--- src/rtl/spi_slave_phy.sv ---
// SPI slave bit engine, mode 0, MSB first, 8-bit frames.
// Pins are synchronised into clk; rx bytes and tx holding register are byte-level handshakes.
module spi_slave_phy #(
    parameter logic [7:0]  FILL_BYTE   = 8'hFF,
    parameter int unsigned SYNC_STAGES = 2
) (
    input  logic       clk,
    input  logic       reset_n,
    input  logic       spi_sck,
    input  logic       spi_cs_n,
    input  logic       spi_mosi,
    output logic       spi_miso,
    output logic       spi_miso_oe,
    output logic       rxPacketStart,
    output logic [7:0] rxData,
    output logic       rxDataRdySet,
    input  logic [7:0] txData,
    input  logic       txDataFull,
    output logic       txDataEmpty,
    output logic       txDataFullClr,
    output logic       txUnderrun
);

    typedef enum logic {
        IDLE,
        ACTIVE
    } state_t;

    logic [SYNC_STAGES-1:0] sck_sync_q;
    logic [SYNC_STAGES-1:0] cs_sync_q;
    logic [SYNC_STAGES-1:0] mosi_sync_q;
    logic                   sck_prev_q;
    logic                   cs_prev_q;

    logic sck_s, cs_s, mosi_s;
    logic sck_rise, sck_fall, cs_fall, cs_rise;

    state_t      state_q, state_d;
    logic [2:0]  bit_cnt_q, bit_cnt_d;
    logic        rise_seen_q, rise_seen_d;
    logic        first_q, first_d;
    logic [6:0]  rx_sh_q, rx_sh_d;
    logic [7:0]  rx_data_q, rx_data_d;
    logic        rx_start_q, rx_start_d;
    logic        byte_done_q, byte_done_d;
    logic        rdy_q, rdy_d;
    logic [6:0]  tx_sh_q, tx_sh_d;
    logic        miso_q, miso_d;
    logic        oe_q, oe_d;
    logic        empty_q, empty_d;
    logic        clr_q, clr_d;
    logic        under_q, under_d;

    logic        tx_load;
    logic        tx_boundary;
    logic [7:0]  rx_byte;

    always_ff @(posedge clk or negedge reset_n) begin
        if (!reset_n) begin
            sck_sync_q  <= '0;
            cs_sync_q   <= '1;
            mosi_sync_q <= '0;
            sck_prev_q  <= 1'b0;
            cs_prev_q   <= 1'b1;
        end else begin
            sck_sync_q  <= {sck_sync_q[SYNC_STAGES-2:0], spi_sck};
            cs_sync_q   <= {cs_sync_q[SYNC_STAGES-2:0], spi_cs_n};
            mosi_sync_q <= {mosi_sync_q[SYNC_STAGES-2:0], spi_mosi};
            sck_prev_q  <= sck_s;
            cs_prev_q   <= cs_s;
        end
    end

    assign sck_s    = sck_sync_q[SYNC_STAGES-1];
    assign cs_s     = cs_sync_q[SYNC_STAGES-1];
    assign mosi_s   = mosi_sync_q[SYNC_STAGES-1];
    assign sck_rise = sck_s & ~sck_prev_q;
    assign sck_fall = ~sck_s & sck_prev_q;
    assign cs_fall  = ~cs_s & cs_prev_q;
    assign cs_rise  = cs_s & ~cs_prev_q;
    assign rx_byte  = {rx_sh_q, mosi_s};

    always_ff @(posedge clk or negedge reset_n) begin
        if (!reset_n) begin
            state_q     <= IDLE;
            bit_cnt_q   <= '0;
            rise_seen_q <= 1'b0;
            first_q     <= 1'b0;
            rx_sh_q     <= '0;
            rx_data_q   <= '0;
            rx_start_q  <= 1'b0;
            byte_done_q <= 1'b0;
            rdy_q       <= 1'b0;
            tx_sh_q     <= FILL_BYTE[6:0];
            miso_q      <= 1'b1;
            oe_q        <= 1'b0;
            empty_q     <= 1'b1;
            clr_q       <= 1'b0;
            under_q     <= 1'b0;
        end else begin
            state_q     <= state_d;
            bit_cnt_q   <= bit_cnt_d;
            rise_seen_q <= rise_seen_d;
            first_q     <= first_d;
            rx_sh_q     <= rx_sh_d;
            rx_data_q   <= rx_data_d;
            rx_start_q  <= rx_start_d;
            byte_done_q <= byte_done_d;
            rdy_q       <= rdy_d;
            tx_sh_q     <= tx_sh_d;
            miso_q      <= miso_d;
            oe_q        <= oe_d;
            empty_q     <= empty_d;
            clr_q       <= clr_d;
            under_q     <= under_d;
        end
    end

    // Bit 7 of the tx shifter lives in miso_q; tx_sh_q holds the bits still to go.
    always_comb begin
        state_d     = state_q;
        bit_cnt_d   = bit_cnt_q;
        rise_seen_d = rise_seen_q;
        first_d     = first_q;
        rx_sh_d     = rx_sh_q;
        rx_data_d   = rx_data_q;
        rx_start_d  = rx_start_q;
        byte_done_d = 1'b0;
        rdy_d       = byte_done_q;
        tx_sh_d     = tx_sh_q;
        miso_d      = miso_q;
        oe_d        = oe_q;
        empty_d     = empty_q;
        clr_d       = 1'b0;
        under_d     = under_q;
        tx_load     = 1'b0;
        tx_boundary = 1'b0;

        case (state_q)
            IDLE: begin
                if (cs_fall) begin
                    state_d     = ACTIVE;
                    bit_cnt_d   = '0;
                    rise_seen_d = 1'b0;
                    first_d     = 1'b1;
                    under_d     = 1'b0;
                    oe_d        = 1'b1;
                    tx_load     = 1'b1;
                end
            end
            ACTIVE: begin
                if (cs_rise) begin
                    state_d   = IDLE;
                    bit_cnt_d = '0;
                    oe_d      = 1'b0;
                    miso_d    = 1'b1;
                    empty_d   = 1'b1;
                end else if (sck_rise) begin
                    rx_sh_d     = rx_byte[6:0];
                    bit_cnt_d   = bit_cnt_q + 3'd1;
                    rise_seen_d = 1'b1;
                    if (bit_cnt_q == 3'd7) begin
                        rx_data_d   = rx_byte;
                        rx_start_d  = first_q;
                        first_d     = 1'b0;
                        byte_done_d = 1'b1;
                        empty_d     = 1'b1;
                    end
                end else if (sck_fall) begin
                    if (bit_cnt_q != 3'd0) begin
                        miso_d  = tx_sh_q[6];
                        tx_sh_d = {tx_sh_q[5:0], 1'b1};
                    end else if (rise_seen_q) begin
                        tx_load     = 1'b1;
                        tx_boundary = 1'b1;
                    end
                end
            end
            default: state_d = IDLE;
        endcase

        if (tx_load) begin
            if (txDataFull) begin
                miso_d  = txData[7];
                tx_sh_d = txData[6:0];
                clr_d   = 1'b1;
                empty_d = 1'b0;
            end else begin
                miso_d  = FILL_BYTE[7];
                tx_sh_d = FILL_BYTE[6:0];
                empty_d = 1'b1;
                if (tx_boundary) begin
                    under_d = 1'b1;
                end
            end
        end
    end

    assign spi_miso      = miso_q;
    assign spi_miso_oe   = oe_q;
    assign rxPacketStart = rx_start_q;
    assign rxData        = rx_data_q;
    assign rxDataRdySet  = rdy_q;
    assign txDataEmpty   = empty_q;
    assign txDataFullClr = clr_q;
    assign txUnderrun    = under_q;

endmodule
--- config.mk ---
export PLATFORM = sky130hd
export DESIGN_NAME = spi_slave_phy
export DESIGN_NICKNAME = d
export VERILOG_FILES = /design/src/rtl/spi_slave_phy.sv
export SDC_FILE = /design/constraint.sdc
export NUM_CORES = 1
export LEC_CHECK = 0
export ABC_AREA = 1
export BUFFER_PORTS_ARGS = -buffer_cell sky130_fd_sc_hd__buf_2
export CAP_MARGIN = 10
export CORE_MARGIN = 2
export CORE_UTILIZATION = 58
export CTS_BUF_LIST = sky130_fd_sc_hd__clkbuf_8
export CTS_CLUSTER_SIZE = 28
export DETAILED_ROUTE_END_ITERATION = 16
export HOLD_SLACK_MARGIN = 0.08
export PLACE_DENSITY = 0.9
export SYNTH_ARGS = -nofsm -noshare
export SYNTH_HDL_FRONTEND = slang
export SYNTH_SLANG_ARGS = --single-unit
--- constraint.sdc ---
create_clock -name clk -period 1.9 [get_ports clk]
set_clock_uncertainty 0.05 [all_clocks]
set_input_delay 0.38 -clock clk [delete_from_list [all_inputs] [get_ports clk]]
set_output_delay 0.38 -clock clk [all_outputs]
set_load 0.01 [all_outputs]
**After elaboration in Yosys (flattened, before gate mapping)**

Index checks and enable logic that the tools add are counted.

- Register bits: 44
- Input port bits: 14
- Output and inout bits: 15
- Logic and storage cells: 114

- $add $sub $neg: 1
- Equality and inequality tests: 10
- Mux-type cells: 56
- Bitwise gates (word level): 10
- Reduce and logical (&&, ||, !) cells: 17

Operator list:

| kind | number |
|---|---|
| 7-bit 2-to-1 mux | 7 |
| 1-bit 2-to-1 mux | 40 |
| 3-bit nonzero test | 5 |
| 4-bit AND reduction | 3 |
| 1-bit one-hot mux with 2 select lines | 5 |
| 3-bit 2-to-1 mux | 3 |
| 3-bit AND reduction | 3 |
| 2-bit inequality test (second input constant) | 4 |
| 2-bit by 1-bit inequality test with 1-bit output (second input constant) | 3 |
| 1-bit NOT | 6 |
| 3-bit one-hot mux with 2 select lines | 1 |
| 2-bit nonzero test | 3 |
| 5-bit AND reduction | 1 |
| 1-bit AND | 4 |
| 2-bit AND reduction | 2 |
| 3-bit by 1-bit adder with 3-bit output (second input constant) | 1 |
| 3-bit equality test (second input constant) | 1 |
| 3-bit by 1-bit inequality test with 1-bit output (second input constant) | 1 |
| 3-bit inequality test (second input constant) | 1 |

**Depth between registers and ports, before layout**

- Depth in word-level cells: 9
- Gate-level depth with buffers: 10
- Gate-level depth less buffers: 10

**Worst setup path after synthesis**

OpenSTA, ideal clock, no wires.

- Path type: register -> register
- Start point: reg cs_sync_q[1]
- End point: reg tx_sh_q[1]
- Setup time: 0.060 ns
- Arrival: 1.300 ns
- Required time: 1.790 ns
- Setup slack: 0.490 ns
- Cell stages (with the launch flop): 9
- Path buffers: 0
- Period minus slack after synthesis: 1.410 ns
- Path through: dfstp_2 -> inv_1 -> nor2_4 -> nor2_4 -> nand2_4 -> nand2_4 -> a21oi_4 -> nand2_1 -> nand2_1

- Cells in the longest elaborated chain, start to end: 6
- Elaborated cells between the ends (all ways): 13
- Those cells by class: eq/ne (2); mux (4); bitwise (3); reduce/logical (4)

Ends and longest elaborated chain:

| item | RTL line | source |
|---|---|---|
| from (decl) | 30 | `logic [SYNC_STAGES-1:0] cs_sync_q;` |
| from (signal assigned) | 67 | `cs_sync_q <= {cs_sync_q[SYNC_STAGES-2:0], spi_cs_n};` |
| 1-bit NOT | 79 | `assign cs_fall = ~cs_s & cs_prev_q;` |
| 1-bit AND | 79 |  |
| 1-bit 2-to-1 mux | 141 | `if (cs_fall) begin` |
| 1-bit one-hot mux with 2 select lines | 139 | `case (state_q)` |
| 2-bit by 1-bit inequality test with 1-bit output (no source line) or 2-bit nonzero test (tied branches) | -- |  |
| 5-bit AND reduction (no source line) | -- |  |
| to (signal assigned) | 94 | `tx_sh_q <= FILL_BYTE[6:0];` |
| to (signal assigned) | 110 | `tx_sh_q <= tx_sh_d;` |
| to (decl) | 47 | `logic [6:0] tx_sh_q, tx_sh_d;` |

Several ways; a longest one is shown, not always the timed one.
A chain may end at the register's enable or synchronous reset.

**Worst setup path after layout**

- Start point: reg sck_sync_q[1]
- End point: reg first_q

- Cells in the longest elaborated chain, start to end: 3

Ends and longest elaborated chain:

| item | RTL line | source |
|---|---|---|
| from (decl) | 29 | `logic [SYNC_STAGES-1:0] sck_sync_q;` |
| from (signal assigned) | 66 | `sck_sync_q <= {sck_sync_q[SYNC_STAGES-2:0], spi_sck};` |
| 1-bit AND | 77 | `assign sck_rise = sck_s & ~sck_prev_q;` |
| 2-bit inequality test (no source line) | -- |  |
| 4-bit AND reduction (no source line) | -- |  |
| to (signal assigned) | 104 | `first_q <= first_d;` |
| to (decl) | 41 | `logic first_q, first_d;` |

Every way passes these cells.

==> metrics.csv <==
metric;value;unit
status;completed;
GRT Residual Overflow;0;
Synthesized Nets;216;
total power;2.13;mW
post-synth cell types;22;
initial DRC count;57;
CTS max path bufs;2;
drt pass-1 iters;4;
final instance area;2210;um^2
FP Rows;20;
largest net degree at the start of global routing;26;
FF/Latch Area;1120;um^2
Yosys Warn Count;0;
post-DP HPWL;2360;um
r2r startpoint;sck_sync_q[1];
setup slack, reg-to-reg;270;ps
#FFs+latches synth;44;
clk slew on worst S/H paths;80;ps
prevailing post-synth register cell;dfrtp_1;
area growth from synthesis to layout;15.6;%
gpl congestion;0.804;
Final Hold Violating Endpoints;0;
clk sink count;44;
Setup crit start;sck_sync_q[1];
clk root buf;clkbuf_8;
Synth Cell Area;1910;um^2
io pins;29;
critical-path maximum fanout;18;
Post-synth ARST share;1.00;
# Max-Cap Violations;0;
Post-synth EDFFs;0;
DRC violations left;0;
Syn Inst Count;199;
Mean Syn Cell Area;9.61;um^2
Worst setup SP type;flip-flop;
Chip Height;61.4;um
first-pass GRT wire length;5420;um
via count;1349;
kind of path behind the tightest hold check;in2reg;
Max VDD drop;0.000683;V
Tot GR Track Use;0.210;
fin cells;278;
Slew @ Worst Pin;452;ps
Achievable Freq;0.613;GHz
layout cell share with drive strength beyond 1;0.295;
antenna cells;0;
top sig layer;met4;
average wire per standard cell;11.5;um
CTS Buf Count;5;
Lkg Pwr;1.18;nW
WL met1;1440;um
placed cell areas;2110;um^2
number of fillers in the final layout;250;
setup violators final;0;
post-synthesis sequential area ratio;0.583;
area of the multi-input gates;671;um^2
Util after Layout;0.713;
post-route setup slack;268;ps
initial antenna violation count;0;
setup bufs post-CTS;0;
vias in the first global route;1313;
final worst path period need;1630;ps
hold slack final;121;ps
metal2 WL;1530;um
clock tree from TritonCTS;done;
CP required;2030;ps
DR WL met3;109;um
vias per cell;4.85;
Skew-Pair Late Insertion Delay;300;ps
die area;3770;um^2
critical path capture point type;flip-flop;
Initial Utilization;0.617;
RSZ-0062 raised after global routing;false;
Place WS;296;ps
drt total wl;3190;um
TNS Setup;0;ps
fin nets;250;
PortBufs;28;
Crit Path Class;reg2reg;
worst min-delay path startpoint;spi_cs_n;
Detail Route Antenna Nets;0;
H-Tree Depth;2;
Arr. time, crit path;1760;ps
Die X;61.4;um
Slew headroom;0.698;
Post-Place Cells;269;
Core Region;3100;um^2
PwrDens;961;nW/um^2
Tcrit/Tclk final;0.859;
max-slew violations;0;
## repair_timing
| action | CTS | global route |
|---|---|---|
| gates resized for setup | 0 | 0 |
| hold buffers | 1 | 0 |
| endpoints found under the hold margin | 17 | 0 |
## final timing paths
kind                           endpoint  cells after the start
hold / removal             cs_sync_q[0]                      1
setup reg to reg                first_q                      7
setup / recovery                first_q                      7
hold reg to reg            rxDataRdySet                      0
max in group asynchronous    tx_sh_q[0]                      3
min in group asynchronous     rxData[6]                      2
## metal layers
metal	up-vias	GRT usage
met5	-	0
met1	620	0.266
met3	10	0.0567
li1	689	-
met2	30	0.318
met4	0	0.137
## worst max-delay path: stages, from the launching register on
cell and delay, ps:
dfrtp_1 360, inv_1 80, nor2_1 130, nand2_1 130
nor2_4 310, nand2_4 220, inv_1 150, o21ai_0 80
## sequential cells by signal, summed over array words and instances, names as in the netlist, 2 cells and up
| name | cells |
|---|---|
| bit_cnt_q | 3 |
| cs_sync_q | 2 |
| mosi_sync_q | 2 |
| rxData | 8 |
| rx_sh_q | 7 |
| sck_sync_q | 2 |
| tx_sh_q | 7 |
## placed cells by master, fill, tap and decap left out, types with 3 or more instances in the layout
cell type	synthesis	routed
ha_1	3	3
o21ai_0	20	20
nor2_4	4	4
dfstp_2	12	12
nand2_1	62	62
nor2_1	5	5
nand2_4	3	3
nand3b_1	5	5
buf_2	1	28
inv_1	27	28
o21ai_2	8	8
dfrtp_1	32	32
nand3_1	5	5
clkbuf_8	0	6
## logic make-up after synthesis
group	after synthesis	synth area share
buffers and inverters	31	0.0661
and+or+nand+nor	89	0.224
AOI/OAI and AO/OA	32	0.107
DFF	44	0.583
adders and majority gates	3	0.0196
## cells in the mapped netlist (2+ instances only)
cell type	n	area [um^2]
o21ai_0	20	100
ha_1	3	37.5
inv_1	27	101
nand2_4	3	33.8
nand3b_1	5	37.5
nand3_1	5	25.0
or2_2	2	12.5
o21ai_2	8	70.1
dfstp_2	12	315
dfrtp_1	32	801
a21oi_1	2	10.0
nor2_4	4	45.0
nand2_1	62	233
nor2_1	5	18.8
nand4_1	2	12.5
## layout make-up
type	count	area share
flip-flops and latches	44	0.505
multi-input cells	124	0.303
repair buffers	30	0.0770
inverters	28	0.0475
clock buffers	6	0.0374
well taps	44	0.0249
clock inverters	2	0.00509
## where the power goes
part	switching, mW	internal, mW
sequential	0.0669	1.11
combinational	0.227	0.132
clock	0.299	0.290
Power figures use the tool's default switching activity.
